$ cat config.mk
export PLATFORM = sky130hd
export DESIGN_NAME = uart_rx_bit_sampler
export DESIGN_NICKNAME = d
export VERILOG_FILES = /design/src/rtl/uart_rx_pkg.sv /design/src/rtl/uart_rx_edge_bit_counter.sv /design/src/rtl/uart_rx_bit_sampler.sv
export SDC_FILE = /design/constraint.sdc
export NUM_CORES = 1
export LEC_CHECK = 0
export ABC_AREA = 0
export BUFFER_PORTS_ARGS = -buffer_cell sky130_fd_sc_hd__buf_2
export CAP_MARGIN = 20
export CORE_MARGIN = 10
export CORE_UTILIZATION = 51
export DETAILED_ROUTE_END_ITERATION = 6
export PLACE_DENSITY_LB_ADDON = 0.05
export SLEW_MARGIN = 10
export SYNTH_ARGS = -nofsm -noshare
export SYNTH_HDL_FRONTEND = slang
export SYNTH_SLANG_ARGS = --single-unit
$ cat constraint.sdc
create_clock -name clk -period 2.4 [get_ports clk]
set_clock_uncertainty 0.15 [all_clocks]
set_input_delay 0.12 -clock clk [delete_from_list [all_inputs] [get_ports clk]]
set_output_delay 0.12 -clock clk [all_outputs]
set_load 0.1 [all_outputs]
$ cat src/rtl/uart_rx_pkg.sv
// Shared constants and helpers for the UART RX oversampling path.
package uart_rx_pkg;

  localparam logic [5:0] PRESC_8  = 6'd8;
  localparam logic [5:0] PRESC_16 = 6'd16;
  localparam logic [5:0] PRESC_32 = 6'd32;
  localparam int FRAME_BITS_DEF   = 11;

  // Unsupported ratios fall back to x8 so the counters always have a sane wrap point.
  function automatic logic [5:0] eff_prescale(input logic [5:0] prescale);
    case (prescale)
      PRESC_16: return PRESC_16;
      PRESC_32: return PRESC_32;
      default:  return PRESC_8;
    endcase
  endfunction

  function automatic logic maj3(input logic a, input logic b, input logic c);
    return (a & b) | (a & c) | (b & c);
  endfunction

endpackage

$ cat src/rtl/uart_rx_edge_bit_counter.sv
// Edge-within-bit and bit-within-frame counters for the RX sampler.
module uart_rx_edge_bit_counter
  import uart_rx_pkg::*;
#(
  parameter int FRAME_BITS = FRAME_BITS_DEF,
  parameter int BIT_CNT_W  = 4
) (
  input  logic                 clk,
  input  logic                 rst,
  input  logic                 sampler_en,
  input  logic [5:0]           eff_p,
  output logic [5:0]           edge_cnt,
  output logic [BIT_CNT_W-1:0] bit_cnt
);

  localparam logic [BIT_CNT_W-1:0] LAST_BIT = BIT_CNT_W'(FRAME_BITS - 1);

  logic bit_end;

  // Using >= lets a mid-frame ratio change wrap instead of running past P-1.
  assign bit_end = (edge_cnt >= (eff_p - 6'd1));

  always_ff @(posedge clk) begin
    if (!rst) begin
      edge_cnt <= '0;
      bit_cnt  <= '0;
    end else if (!sampler_en) begin
      edge_cnt <= '0;
      bit_cnt  <= '0;
    end else if (bit_end) begin
      edge_cnt <= '0;
      bit_cnt  <= (bit_cnt >= LAST_BIT) ? '0 : bit_cnt + BIT_CNT_W'(1);
    end else begin
      edge_cnt <= edge_cnt + 6'd1;
    end
  end

endmodule

$ cat src/rtl/uart_rx_bit_sampler.sv
// UART RX bit sampler: 3-point mid-bit majority vote over an oversampled line.
// Optional RX_SYNC_EN adds a 2-flop input synchronizer ahead of the sample points.
module uart_rx_bit_sampler
  import uart_rx_pkg::*;
#(
  parameter int FRAME_BITS = FRAME_BITS_DEF,
  parameter int BIT_CNT_W  = 4
) (
  input  logic                 clk,
  input  logic                 rst,
  input  logic                 rx_in,
  input  logic [5:0]           prescale,
  input  logic                 sampler_en,
  output logic [5:0]           edge_cnt,
  output logic [BIT_CNT_W-1:0] bit_cnt,
  output logic                 sampled_bit,
  output logic                 sample_valid
);

  logic [5:0] eff_p;
  logic [5:0] mid;
  logic       rx_s;
  logic       s0;
  logic       s1;

  assign eff_p = eff_prescale(prescale);
  assign mid   = {1'b0, eff_p[5:1]};

`ifdef RX_SYNC_EN
  logic [1:0] sync_q;

  always_ff @(posedge clk) begin
    if (!rst) sync_q <= 2'b11;
    else      sync_q <= {sync_q[0], rx_in};
  end

  assign rx_s = sync_q[1];
`else
  assign rx_s = rx_in;
`endif

  uart_rx_edge_bit_counter #(
    .FRAME_BITS(FRAME_BITS),
    .BIT_CNT_W (BIT_CNT_W)
  ) u_counter (
    .clk       (clk),
    .rst       (rst),
    .sampler_en(sampler_en),
    .eff_p     (eff_p),
    .edge_cnt  (edge_cnt),
    .bit_cnt   (bit_cnt)
  );

  // Samples at M-2 and M-1 are held; the vote at M uses the live third sample.
  always_ff @(posedge clk) begin
    if (!rst) begin
      s0           <= 1'b1;
      s1           <= 1'b1;
      sampled_bit  <= 1'b1;
      sample_valid <= 1'b0;
    end else if (!sampler_en) begin
      s0           <= 1'b1;
      s1           <= 1'b1;
      sample_valid <= 1'b0;
    end else begin
      sample_valid <= 1'b0;
      if (edge_cnt == (mid - 6'd2)) s0 <= rx_s;
      if (edge_cnt == (mid - 6'd1)) s1 <= rx_s;
      if (edge_cnt == mid) begin
        sampled_bit  <= maj3(s0, s1, rx_s);
        sample_valid <= 1'b1;
      end
    end
  end

endmodule

# After elaboration in Yosys (flattened, before gate mapping)
# Cells that the tools add are included.
[word_totals]
ff_bits = 14
in_bits = 10
wordCells = 31
[classes]
add_sub_neg = 5
magnitude_cmp = 2
eq_ne = 5
n_mux = 3
bitwise_logic = 7
n_reduce_logical = 3
[ops]
columns = ["operator", "n"]
rows = [
  ["$eq A6 B6 Y1", 2],
  ["$pmux W6 S2", 1],
  ["$add A6 B1 Y6 const B", 1],
  ["$eq A6 B5 Y1", 1],
  ["$eq A6 B5 Y1 const B", 1],
  ["$eq A6 B6 Y1 const B", 1],
  ["$ge A6 B6 Y1", 1],
  ["$sub A5 B1 Y6 const B", 1],
  ["$sub A5 B2 Y6 const B", 1],
  ["$sub A6 B1 Y6 const B", 1],
  ["$add A4 B1 Y4 const B", 1],
  ["$ge A4 B4 Y1 const B", 1],
  ["$mux W4", 1],
  ["$reduce_and A2 Y1", 2],
  ["$and A1 B1 Y1", 3],
  ["$reduce_or A3 Y1", 1],
  ["$not A1 Y1", 2],
  ["$or A1 B1 Y1", 2],
  ["$mux W1", 1],
]

# Logic depth before layout (Yosys ltp)
# Gate-level depths: netlist (run 1).
[depth]
word_depth = 5
depth_mapped = 7
mapped_depth_nobuf = 7

# By module
# Synthesis (run 1) repeated with hierarchy kept, for this count alone.
[hier_totals]
cells_unflattened = 116
area_unflattened_um2 = 1042.2
[modules_own_cells]
columns = ["mod", "instances", "cells_per_inst", "area_per_inst_um2", "seq_area_each_um2"]
rows = [
  ["uart_rx_edge_bit_counter", 1, 69, 659.4, 200.2],
  ["uart_rx_bit_sampler", 1, 47, 382.9, 80.1],
]

# Worst setup path after synthesis (run 1)
# Ideal clock, no wire load.
[synth_path]
path_type = "register to register"
startpoint = "register u_counter.edge_cnt[3]"
endpoint = "register sampled_bit"
setup_ns = 0.123
arrival_ns = 2.184
setup_slack_ns = -0.057
stages_incl_launch_ff = 6
period_less_slack_ns = 2.457
cell_sequence = "dfxtp_1 > buf_2 > nor4bb_1 > o2111ai_1 > a21boi_1 > mux2_1"
[synth_between]
elab_chain_len = 2
[synth_lines]
columns = ["item", "line_no", "source"]
rows = [
  ["from (decl)", "uart_rx_edge_bit_counter.sv:12", "output logic [5:0] edge_cnt,"],
  ["from (signal assigned)", "uart_rx_edge_bit_counter.sv:34", "edge_cnt <= edge_cnt + 6'd1;"],
  ["$eq A6 B5 Y1", "uart_rx_bit_sampler.sv:69", "if (edge_cnt == mid) begin"],
  ["$reduce_and A2 Y1 (no line)", "--", ""],
  ["to (signal assigned)", "uart_rx_bit_sampler.sv:70", "sampled_bit <= maj3(s0, s1, rx_s);"],
  ["to (decl)", "uart_rx_bit_sampler.sv:16", "output logic sampled_bit,"],
]
# No other way between the ends.
# A chain may end at the register's enable or synchronous reset.

# Worst setup path after layout (run 1)
[layout_path]
startpoint = "register u_counter.edge_cnt[3]"
endpoint = "register u_counter.bit_cnt[2]"
[layout_between]
elab_chain_len = 1
[layout_lines]
columns = ["item", "line_no", "source"]
rows = [
  ["$ge A6 B6 Y1", "uart_rx_edge_bit_counter.sv:21", "assign bit_end = (edge_cnt >= (eff_p - 6'd1));"],
  ["to (signal assigned)", "uart_rx_edge_bit_counter.sv:32", "bit_cnt <= (bit_cnt >= LAST_BIT) ? '0 : bit_cnt + BIT_CNT_W'(1);"],
  ["to (decl)", "uart_rx_edge_bit_counter.sv:13", "output logic [BIT_CNT_W-1:0] bit_cnt"],
]
# No other way between the ends.

==> flow_summary.json, run 1 <==
{
  "fin_tns_setup_ns": 0,
  "die_y_um": 61.1,
  "power_switching_mw": 0.114,
  "core_region_area_um2": 1560,
  "crit_fanout": 12,
  "clock-sinks": 14,
  "reg2reg_depth": 5,
  "drive_above_1_share_pct": 25.2,
  "cts_hold_buffers": 1,
  "post-route-period-util_pct": 78.4,
  "p_int_mw": 0.346,
  "ant_nets": 0,
  "drtIter0Drc": 9,
  "n_fill_cell": 150,
  "critical_path.endpoint_type": "flip-flop",
  "synth_nets": 116,
  "crit_type": "flip-flop to flip-flop",
  "die-area_um2": 3740,
  "place_inst": 134,
  "min-delay-start": "rst",
  "worstPathRequired_ns": 2.48,
  "fin_nets": 142,
  "worstHoldPathType": "primary input to flip-flop",
  "grt_max_degree": 13,
  "boundaryPins": 22,
  "port-buffer-count": 21,
  "area_growth_syn_to_layout_pct": 19.9,
  "synthFlopType": "dfxtp_1",
  "dp_hpwl_um": 1570,
  "initial_core_util_pct": 55.3,
  "multi_input_area_um2": 553,
  "register_area_um2": 283,
  "grt_pass1_vias": 828,
  "crit_chain": "ha_1 > a311o_1 > a211o_1 > o21ai_0 > a21o_1",
  "fin_crit_ns": 1.88,
  "vias_per_cell": 5.73,
  "totalWireLength_um": 1970,
  "rsz0062_at_grt": "no",
  "finalHoldViolations": 0,
  "cts_tree": "done",
  "fp.dieW_um": 61.1,
  "power.density_nw_per_um2": 446,
  "drt_first_pass_iters": 4,
  "synth-async-reset-ratio_pct": 0,
  "clkPwrFrac_pct": 36.6,
  "startpoint_type": "flip-flop",
  "mostFrequentLayoutCells": "buf_2 (21), nor2_1 (14), dfxtp_1 (12)",
  "worstReg2RegStart": "u_counter.edge_cnt[3]",
  "path_clk_slew_ns": 0.09,
  "status": "complete, no violations",
  "wl_per_cell_um": 14.2,
  "vias": 797,
  "finalSetupViolCount": 0,
  "clockBufferDepth": 2,
  "slowest_delay_ns": 0.46,
  "fin_cells": 139,
  "cts_resized": 0,
  "synth.cell_area_um2": 862,
  "diodes": 0,
  "synth_cell_types": 35,
  "worstPathArrival_ns": 1.97,
  "leakage_nw": 0.456,
  "p_comb_share_pct": 12.1,
  "power_mw": 0.460,
  "maxSlewViolCount": 0,
  "clk_latency_ns": 0.27,
  "grt_usage_pct": 11.4,
  "regToRegSetupSlack_ns": 0.52,
  "peakVddDrop_uv": 353,
  "synth_seq_area_share_pct": 32.5,
  "ctsHtreeMaxLevel": 1,
  "ys_ff_latch": 14,
  "cts_buffers": 3,
  "fmax_mhz": 531,
  "grt_pass1_wl_um": 3350,
  "final_common_cell": "buf_2",
  "drc": 0,
  "hold_end": "sampled_bit",
  "p_sw_share_pct": 24.9,
  "post_cts_buffers": 0,
  "synth_edf_count": 0,
  "gp_congestion": 0.768,
  "cap_violations": 0,
  "grt_overflow_total": 0,
  "clockRootBuffer": "clkbuf_4",
  "sequentialPowerShare_pct": 51.3,
  "cp_slowest_cell": "dfxtp_2",
  "min_path_cells": 3,
  "rows": 14,
  "avgSynthCellArea_um2": 8.80,
  "synth_warnings": 0,
  "syn_inst": 98,
  "r2r_end": "u_counter.bit_cnt[2]",
  "antenna_found_initial": 0
}
## metal layers
| metal | wire, um | global-route usage (%) |
|---|---|---|
| met4 | 25 | 4.56 |
| met5 | 0 | 0 |
| met2 | 950 | 19.4 |
| met1 | 857 | 12.4 |
| met3 | 134 | 4.32 |
## cell families (layout without fill, tap and decap cells)
group / after synthesis / count (layout) / synth area share, %
compound gates: 20 / 20 / 16.3
simple gates: 39 / 39 / 26.0
fa+ha+maj: 8 / 8 / 11.6
flops: 14 / 14 / 32.5
mux: 4 / 4 / 4.79
xor+xnor: 5 / 5 / 5.08
other cells: 1 / 1 / 0.435
buf+inv: 7 / 32 / 3.34
## Yosys cell counts (2+ instances only)
cell,number,area (um^2)
mux2i_1,3,30.0
nor2_1,14,52.6
nand2_1,5,18.8
dfxtp_1,14,280
a21oi_1,5,25.0
buf_2,2,10.0
inv_1,5,18.8
xor2_1,2,17.5
ha_1,8,100
o21ai_0,3,15.0
nor4bb_1,4,40.0
nand3_1,5,25.0
a21o_1,2,15.0
xnor2_1,3,26.3
nand2b_1,2,12.5
or3_1,2,12.5
## per-stage QoR
| stage | worst slack (ns) | area, um^2 | utilization [%] | hold WS, ns |
|---|---|---|---|---|
| global route | 0.419 | 1030 | 66.3 | 0.0128 |
| detailed placement | 0.247 | 987 | 63.3 | 0.269 |
| global placement | 0.296 | 987 | 63.3 | 0.255 |
| finish | 0.518 | 1030 | 66.3 | 0.00902 |
| floorplan | 0.0678 | 865 | - | 0.145 |
| CTS | 0.520 | 1030 | 66.3 | 0.00397 |
## state kept, by name, summed over array words and instances (netlist names)
name and flops:
sampled_bit 1, s0 1, s1 1, sample_valid 1, u_counter.bit_cnt 4, u_counter.edge_cnt 6
## worst max path at each step
stage / start / endpoint / slack (ns) / cells after the start
6_report: u_counter.edge_cnt[3] / u_counter.bit_cnt[2] / 0.52 / 5
5_1_grt: u_counter.edge_cnt[3] / u_counter.bit_cnt[2] / 0.42 / 5
4_1_cts: u_counter.edge_cnt[3] / u_counter.bit_cnt[2] / 0.52 / 5
3_5_place_dp: prescale[1] / u_counter.bit_cnt[2] / 0.25 / 8
3_3_place_gp: prescale[1] / u_counter.bit_cnt[2] / 0.30 / 8
2_1_floorplan: u_counter.edge_cnt[1] / u_counter.bit_cnt[2] / 0.07 / 5
## cell type report
class / instances / area share (%)
multi-input cells: 77 / 53.5
flip-flops and latches: 14 / 27.4
repair buffers: 23 / 11.9
clock buffers: 4 / 3.51
well taps: 16 / 1.94
inverters: 5 / 1.82
## power groups by stage
stage          sequential (mW)  combinational [mW]  clock, mW
2_1_floorplan            0.253              0.0225          0
4_1_cts                  0.236              0.0560      0.175
5_1_grt                  0.237              0.0616      0.188
3_3_place_gp             0.241              0.0531          0
6_report                 0.236              0.0557      0.169
3_5_place_dp             0.241              0.0544          0
## worst max-delay path: cells and delay by family (launching register included)
| family | cells | cell delay, ns |
|---|---|---|
| flops | 1 | 0.46 |
| fa+ha+maj | 1 | 0.27 |
| compound gates | 4 | 0.95 |
(Power assumes the default switching activity.)
==> run 2, diff against run 1 <==
- CORE_UTILIZATION: 51 -> 46
- clock period: 2.4 -> 1.65 ns (I/O delays scaled with it)
==> run 2 against run 1 <==
Net effect:
- the flow now finishes with violations (setup timing)
- sequential cell count did not move
- first-iteration DRC count rose by 130%
- register-to-register slack got worse by 0.54 ns
- worst setup slack got worse by 0.54 ns
- sequential power rose by 42%
- critical path type unchanged
- largest power group unchanged
==> flow_summary.json, run 2 (synthesized netlist as in run 1, its figures left out) <==
{
  "status": "finished, violations left",
  "violations": "setup timing",
  "die-area_um2": 4010,
  "layout_setup_ws_ns": -0.0221,
  "post-route-period-util_pct": 101,
  "cts_tree": "done",
  "grt_usage_pct": 12.8,
  "critical_path.endpoint_type": "flip-flop",
  "cap_violations": 0,
  "power.density_nw_per_um2": 482,
  "totalWireLength_um": 2490,
  "initial_core_util_pct": 49.4,
  "grt_pass1_vias": 952,
  "whs_ns": 0.147,
  "final_common_cell": "buf_2",
  "drtIter0Drc": 21,
  "worstPathRequired_ns": 1.71,
  "maxSlewViolCount": 0,
  "endpoint": "u_counter.bit_cnt[3]",
  "leakage_nw": 0.556,
  "peakVddDrop_uv": 522,
  "drc": 0,
  "grt_max_degree": 12,
  "clockBufferDepth": 2,
  "grt_overflow_total": 0,
  "crit_type": "flip-flop to flip-flop",
  "r2r_end": "u_counter.bit_cnt[3]",
  "rsz0062_at_grt": "yes",
  "worstPathArrival_ns": 1.74,
  "ctsHtreeMaxLevel": 1,
  "clk_latency_ns": 0.28,
  "clock-sinks": 14,
  "finalHoldViolations": 0,
  "reg.largest.list": "u_counter.edge_cnt x6, u_counter.bit_cnt x4",
  "worstReg2RegStart": "u_counter.edge_cnt[3]",
  "port-buffer-count": 21,
  "place_area_um2": 1120,
  "regToRegSetupSlack_ns": -0.02,
  "fmax_mhz": 598,
  "gp_congestion": 0.773,
  "rows": 15,
  "cts_buffers": 3,
  "vias": 898,
  "vias_per_cell": 5.48,
  "pre_cts_ws_ns": -0.398,
  "die_y_um": 63.3,
  "largest_register": "u_counter.edge_cnt",
  "wl_per_cell_um": 15.2,
  "finalInstanceArea_um2": 1370,
  "boundaryPins": 22,
  "fin_nets": 158,
  "path_clk_slew_ns": 0.08,
  "finalSetupViolCount": 4,
  "worstHoldPathType": "primary input to flip-flop",
  "largest_reg_flops": 6,
  "diodes": 0,
  "fin_crit_ns": 1.67,
  "dp_hpwl_um": 1730,
  "ant_nets": 0,
  "reg2reg_depth": 4,
  "utilization_pct": 78.4,
  "crit_fanout": 5,
  "startpoint_type": "flip-flop",
  "crit_path_start": "u_counter.edge_cnt[3]",
  "grt_pass1_wl_um": 4200,
  "drt_first_pass_iters": 4,
  "area_growth_syn_to_layout_pct": 58.6,
  "fp.dieW_um": 63.3,
  "clockRootBuffer": "clkbuf_4",
  "antenna_found_initial": 0,
  "mostFrequentLayoutCells": "buf_2 (18), nor2_1 (14), buf_4 (13)",
  "drive_above_1_share_pct": 51.8,
  "core_region_area_um2": 1750
}
run 2: stage by stage:
step                      total power, mW  setup TNS, ns  instances
after floorplan                     0.393          -1.62         98
after global placement              0.432          -2.84        153
after detailed placement            0.434          -3.36        153
after CTS                           0.651        -0.0501        164
after global routing                0.691         -0.378        164
final                               0.659        -0.0500        164
run 2: report_power, final:
group	switching (mW)	internal, mW
registers	0.00455	0.331
clock network	0.110	0.0879
logic	0.0679	0.0579
run 2: what timing repair did:
action | CTS | global route
endpoints found under the hold margin | 3 | 0
setup buffers | 3 | 0
resized for setup | 15 | 20
hold buffers | 3 | 0
gates cloned | 1 | 0
setup endpoints to repair | 11 | 8
pin swaps | 5 | 8
run 2: final cells by class:
cell class	count	area (um^2)
multi-input cells	78	714
well taps	25	31.3
flip-flops and latches	14	308
repair buffers	38	267
clock inverters	1	3.75
clock buffers	3	22.5
inverters	5	21.3
fillers	134	378
run 2: worst min-delay path by stage:
stage / endpoint / cells after the start / startpoint / slack [ns]
6_report: sample_valid / 4 / prescale[1] / 0.15
5_1_grt: sample_valid / 4 / prescale[5] / 0.17
4_1_cts: sample_valid / 4 / prescale[1] / 0.15
3_5_place_dp: s0 / 3 / rx_in / 0.23
3_3_place_gp: s1 / 3 / rx_in / 0.22
2_1_floorplan: sampled_bit / 2 / rst / 0.11
run 2: per-layer routing:
layer | vias up | wire length (um) | track usage (%)
li1 | 448 | - | -
met1 | 410 | 1010 | 12.1
met2 | 29 | 1200 | 22.3
met3 | 11 | 171 | 5.83
met4 | 0 | 105 | 7.38
met5 | - | 0 | 0
run 2: worst max-delay path, cell delays in order (launching register included):
cell,delay (ns)
dfxtp_4,0.37
ha_4,0.23
a311o_1,0.31
a211o_4,0.37
a31oi_1,0.17
==> run 3, diff against run 2 <==
- SKIP_CTS_REPAIR_TIMING: default -> 1
==> run 3 against run 2 <==
Net effect:
- the run still ends with setup timing left
- final cell count shrank 0.61%
- global-route usage shrank 1.8 points
- register-to-register slack lost 0.02 ns
- critical path depth grew 5
- wire length grew 2.2%
- core utilization shrank 4.3 points
- sequential share of layout area grew 1.3 points
- first-iteration DRC count grew 9.5%
- via count shrank 2.1%
- fmax shrank 2.1%
- final area shrank 5.5%
- largest cell class unchanged
- clock-buffer cell count is the same
==> flow_summary.json, run 3 (synthesized netlist as in run 1, its figures left out) <==
{
  "grt_pass1_wl_um": 3660,
  "boundaryPins": 22,
  "port-buffer-count": 21,
  "layout_setup_ws_ns": -0.0584,
  "n_fill_cell": 139,
  "cts_buffers": 3,
  "vias": 879,
  "grt_max_degree": 12,
  "status": "finished, violations left",
  "cp_top_family": "simple AND/OR/NAND/NOR gates",
  "power_mw": 0.646,
  "totalWireLength_um": 2540,
  "clock-sinks": 14,
  "drt_first_pass_iters": 4,
  "crit_chain": "buf_8 > nor4_4 > nand2b_1 > ha_4 > a311o_1 > buf_4 > a21oi_4 > or3_1 > o21ai_1",
  "fin_crit_ns": 1.71,
  "vias_per_cell": 5.39,
  "area_growth_syn_to_layout_pct": 49.9,
  "cp_num_buf_inv": 2,
  "fin_nets": 157,
  "cap_violations": 0,
  "finalHoldViolations": 0,
  "diodes": 0,
  "cp_slowest_cell": "nor4_4",
  "clk_latency_ns": 0.28,
  "power_switching_mw": 0.178,
  "dp_hpwl_um": 1730,
  "crit_fanout": 3,
  "rows": 15,
  "p_sw_share_pct": 27.6,
  "reg2reg_depth": 4,
  "whs_ns": 0.0208,
  "wl_per_cell_um": 15.6,
  "largest_reg_flops": 6,
  "cts_tree": "done",
  "slowest_delay_ns": 0.33,
  "worstHoldPathType": "primary input to flip-flop",
  "core_region_area_um2": 1750,
  "cp_num_cells": 9,
  "path_clk_slew_ns": 0.08,
  "final_common_cell": "buf_2",
  "die-area_um2": 4010,
  "drive_above_1_share_pct": 47.1,
  "multi_input_area_um2": 659,
  "maxSlewViolCount": 0,
  "clockRootBuffer": "clkbuf_4",
  "drc": 0,
  "ctsHtreeMaxLevel": 1,
  "initial_core_util_pct": 49.4,
  "drtIter0Drc": 23,
  "crit_path_start": "prescale[1]",
  "violations": "setup timing",
  "ant_nets": 0,
  "min-delay-start": "rst",
  "clockBufferDepth": 2,
  "p_comb_share_pct": 17.8,
  "worstPathArrival_ns": 1.77,
  "peakVddDrop_uv": 531,
  "reg.largest.list": "u_counter.edge_cnt x6, u_counter.bit_cnt x4",
  "p_int_mw": 0.468,
  "antenna_found_initial": 0,
  "fmax_mhz": 585,
  "crit_type": "primary input to flip-flop",
  "finalSetupViolCount": 5,
  "post-route-period-util_pct": 104,
  "die_y_um": 63.3,
  "critical_path.endpoint_type": "flip-flop",
  "worstPathRequired_ns": 1.71,
  "sequentialPowerShare_pct": 51.5,
  "clkPwrFrac_pct": 30.7,
  "grt_usage_pct": 11.0,
  "mostFrequentLayoutCells": "buf_2 (19), nor2_1 (13), buf_4 (13)",
  "power.density_nw_per_um2": 500,
  "leakage_nw": 0.541,
  "grt_overflow_total": 0,
  "rsz0062_at_grt": "yes",
  "largest_register": "u_counter.edge_cnt",
  "min_path_cells": 3,
  "register_area_um2": 308,
  "fp.dieW_um": 63.3,
  "worstReg2RegStart": "u_counter.edge_cnt[4]",
  "startpoint_type": "primary input",
  "grt_pass1_vias": 845,
  "gp_congestion": 0.773
}
[run 3: stage by stage]
stage	TNS (ns)	area, um^2	utilization [%]	setup slack, ns	std cells
final	-0.183	1290	74.1	-0.0584	163
after global routing	-0.550	1290	74.1	-0.119	163
after CTS	-0.534	1150	65.8	-0.131	157
after detailed placement	-3.36	1120	64.3	-0.398	153
after global placement	-2.84	1120	64.3	-0.330	153
after floorplan	-1.62	926	-	-0.217	98
[run 3: area by class of cell]
class                      count  share of cell area (%)
clock buffer                   3                    1.74
inverter                       5                    1.45
sequential                    14                    23.8
multi-input combinational     78                    51.0
tap                           25                    2.42
timing repair buffer          37                    19.3
clock inverter                 1                   0.290
[run 3: per-layer routing]
layer	global-route usage, %	vias to the layer above	part of all wire, %
met3	4.42	6	7.3
met4	5.19	0	2.1
li1	-	442	-
met5	0	-	0
met1	11.3	400	41
met2	19.2	31	49
[run 3: final timing paths]
check                          to  slack [ns]
min reg2reg  u_counter.bit_cnt[3]        0.37
min                   sampled_bit        0.02
max reg2reg  u_counter.bit_cnt[3]       -0.04
max          u_counter.bit_cnt[1]       -0.06
[run 3: worst register-to-register path: cells and delay by family, from the launching register on]
family | cells | cell delay [ns]
AO/OA/AOI/OAI | 3 | 0.82
adder cells (fa/ha/maj) | 1 | 0.28
flip-flops | 1 | 0.38
[run 3: power groups by stage]
stage / clock network (mW) / registers (mW) / logic (mW)
6_report: 0.198 / 0.333 / 0.115
5_1_grt: 0.218 / 0.334 / 0.125
4_1_cts: 0.203 / 0.333 / 0.0941
3_5_place_dp: 0 / 0.341 / 0.0930
3_3_place_gp: 0 / 0.341 / 0.0907
2_1_floorplan: 0 / 0.359 / 0.0340
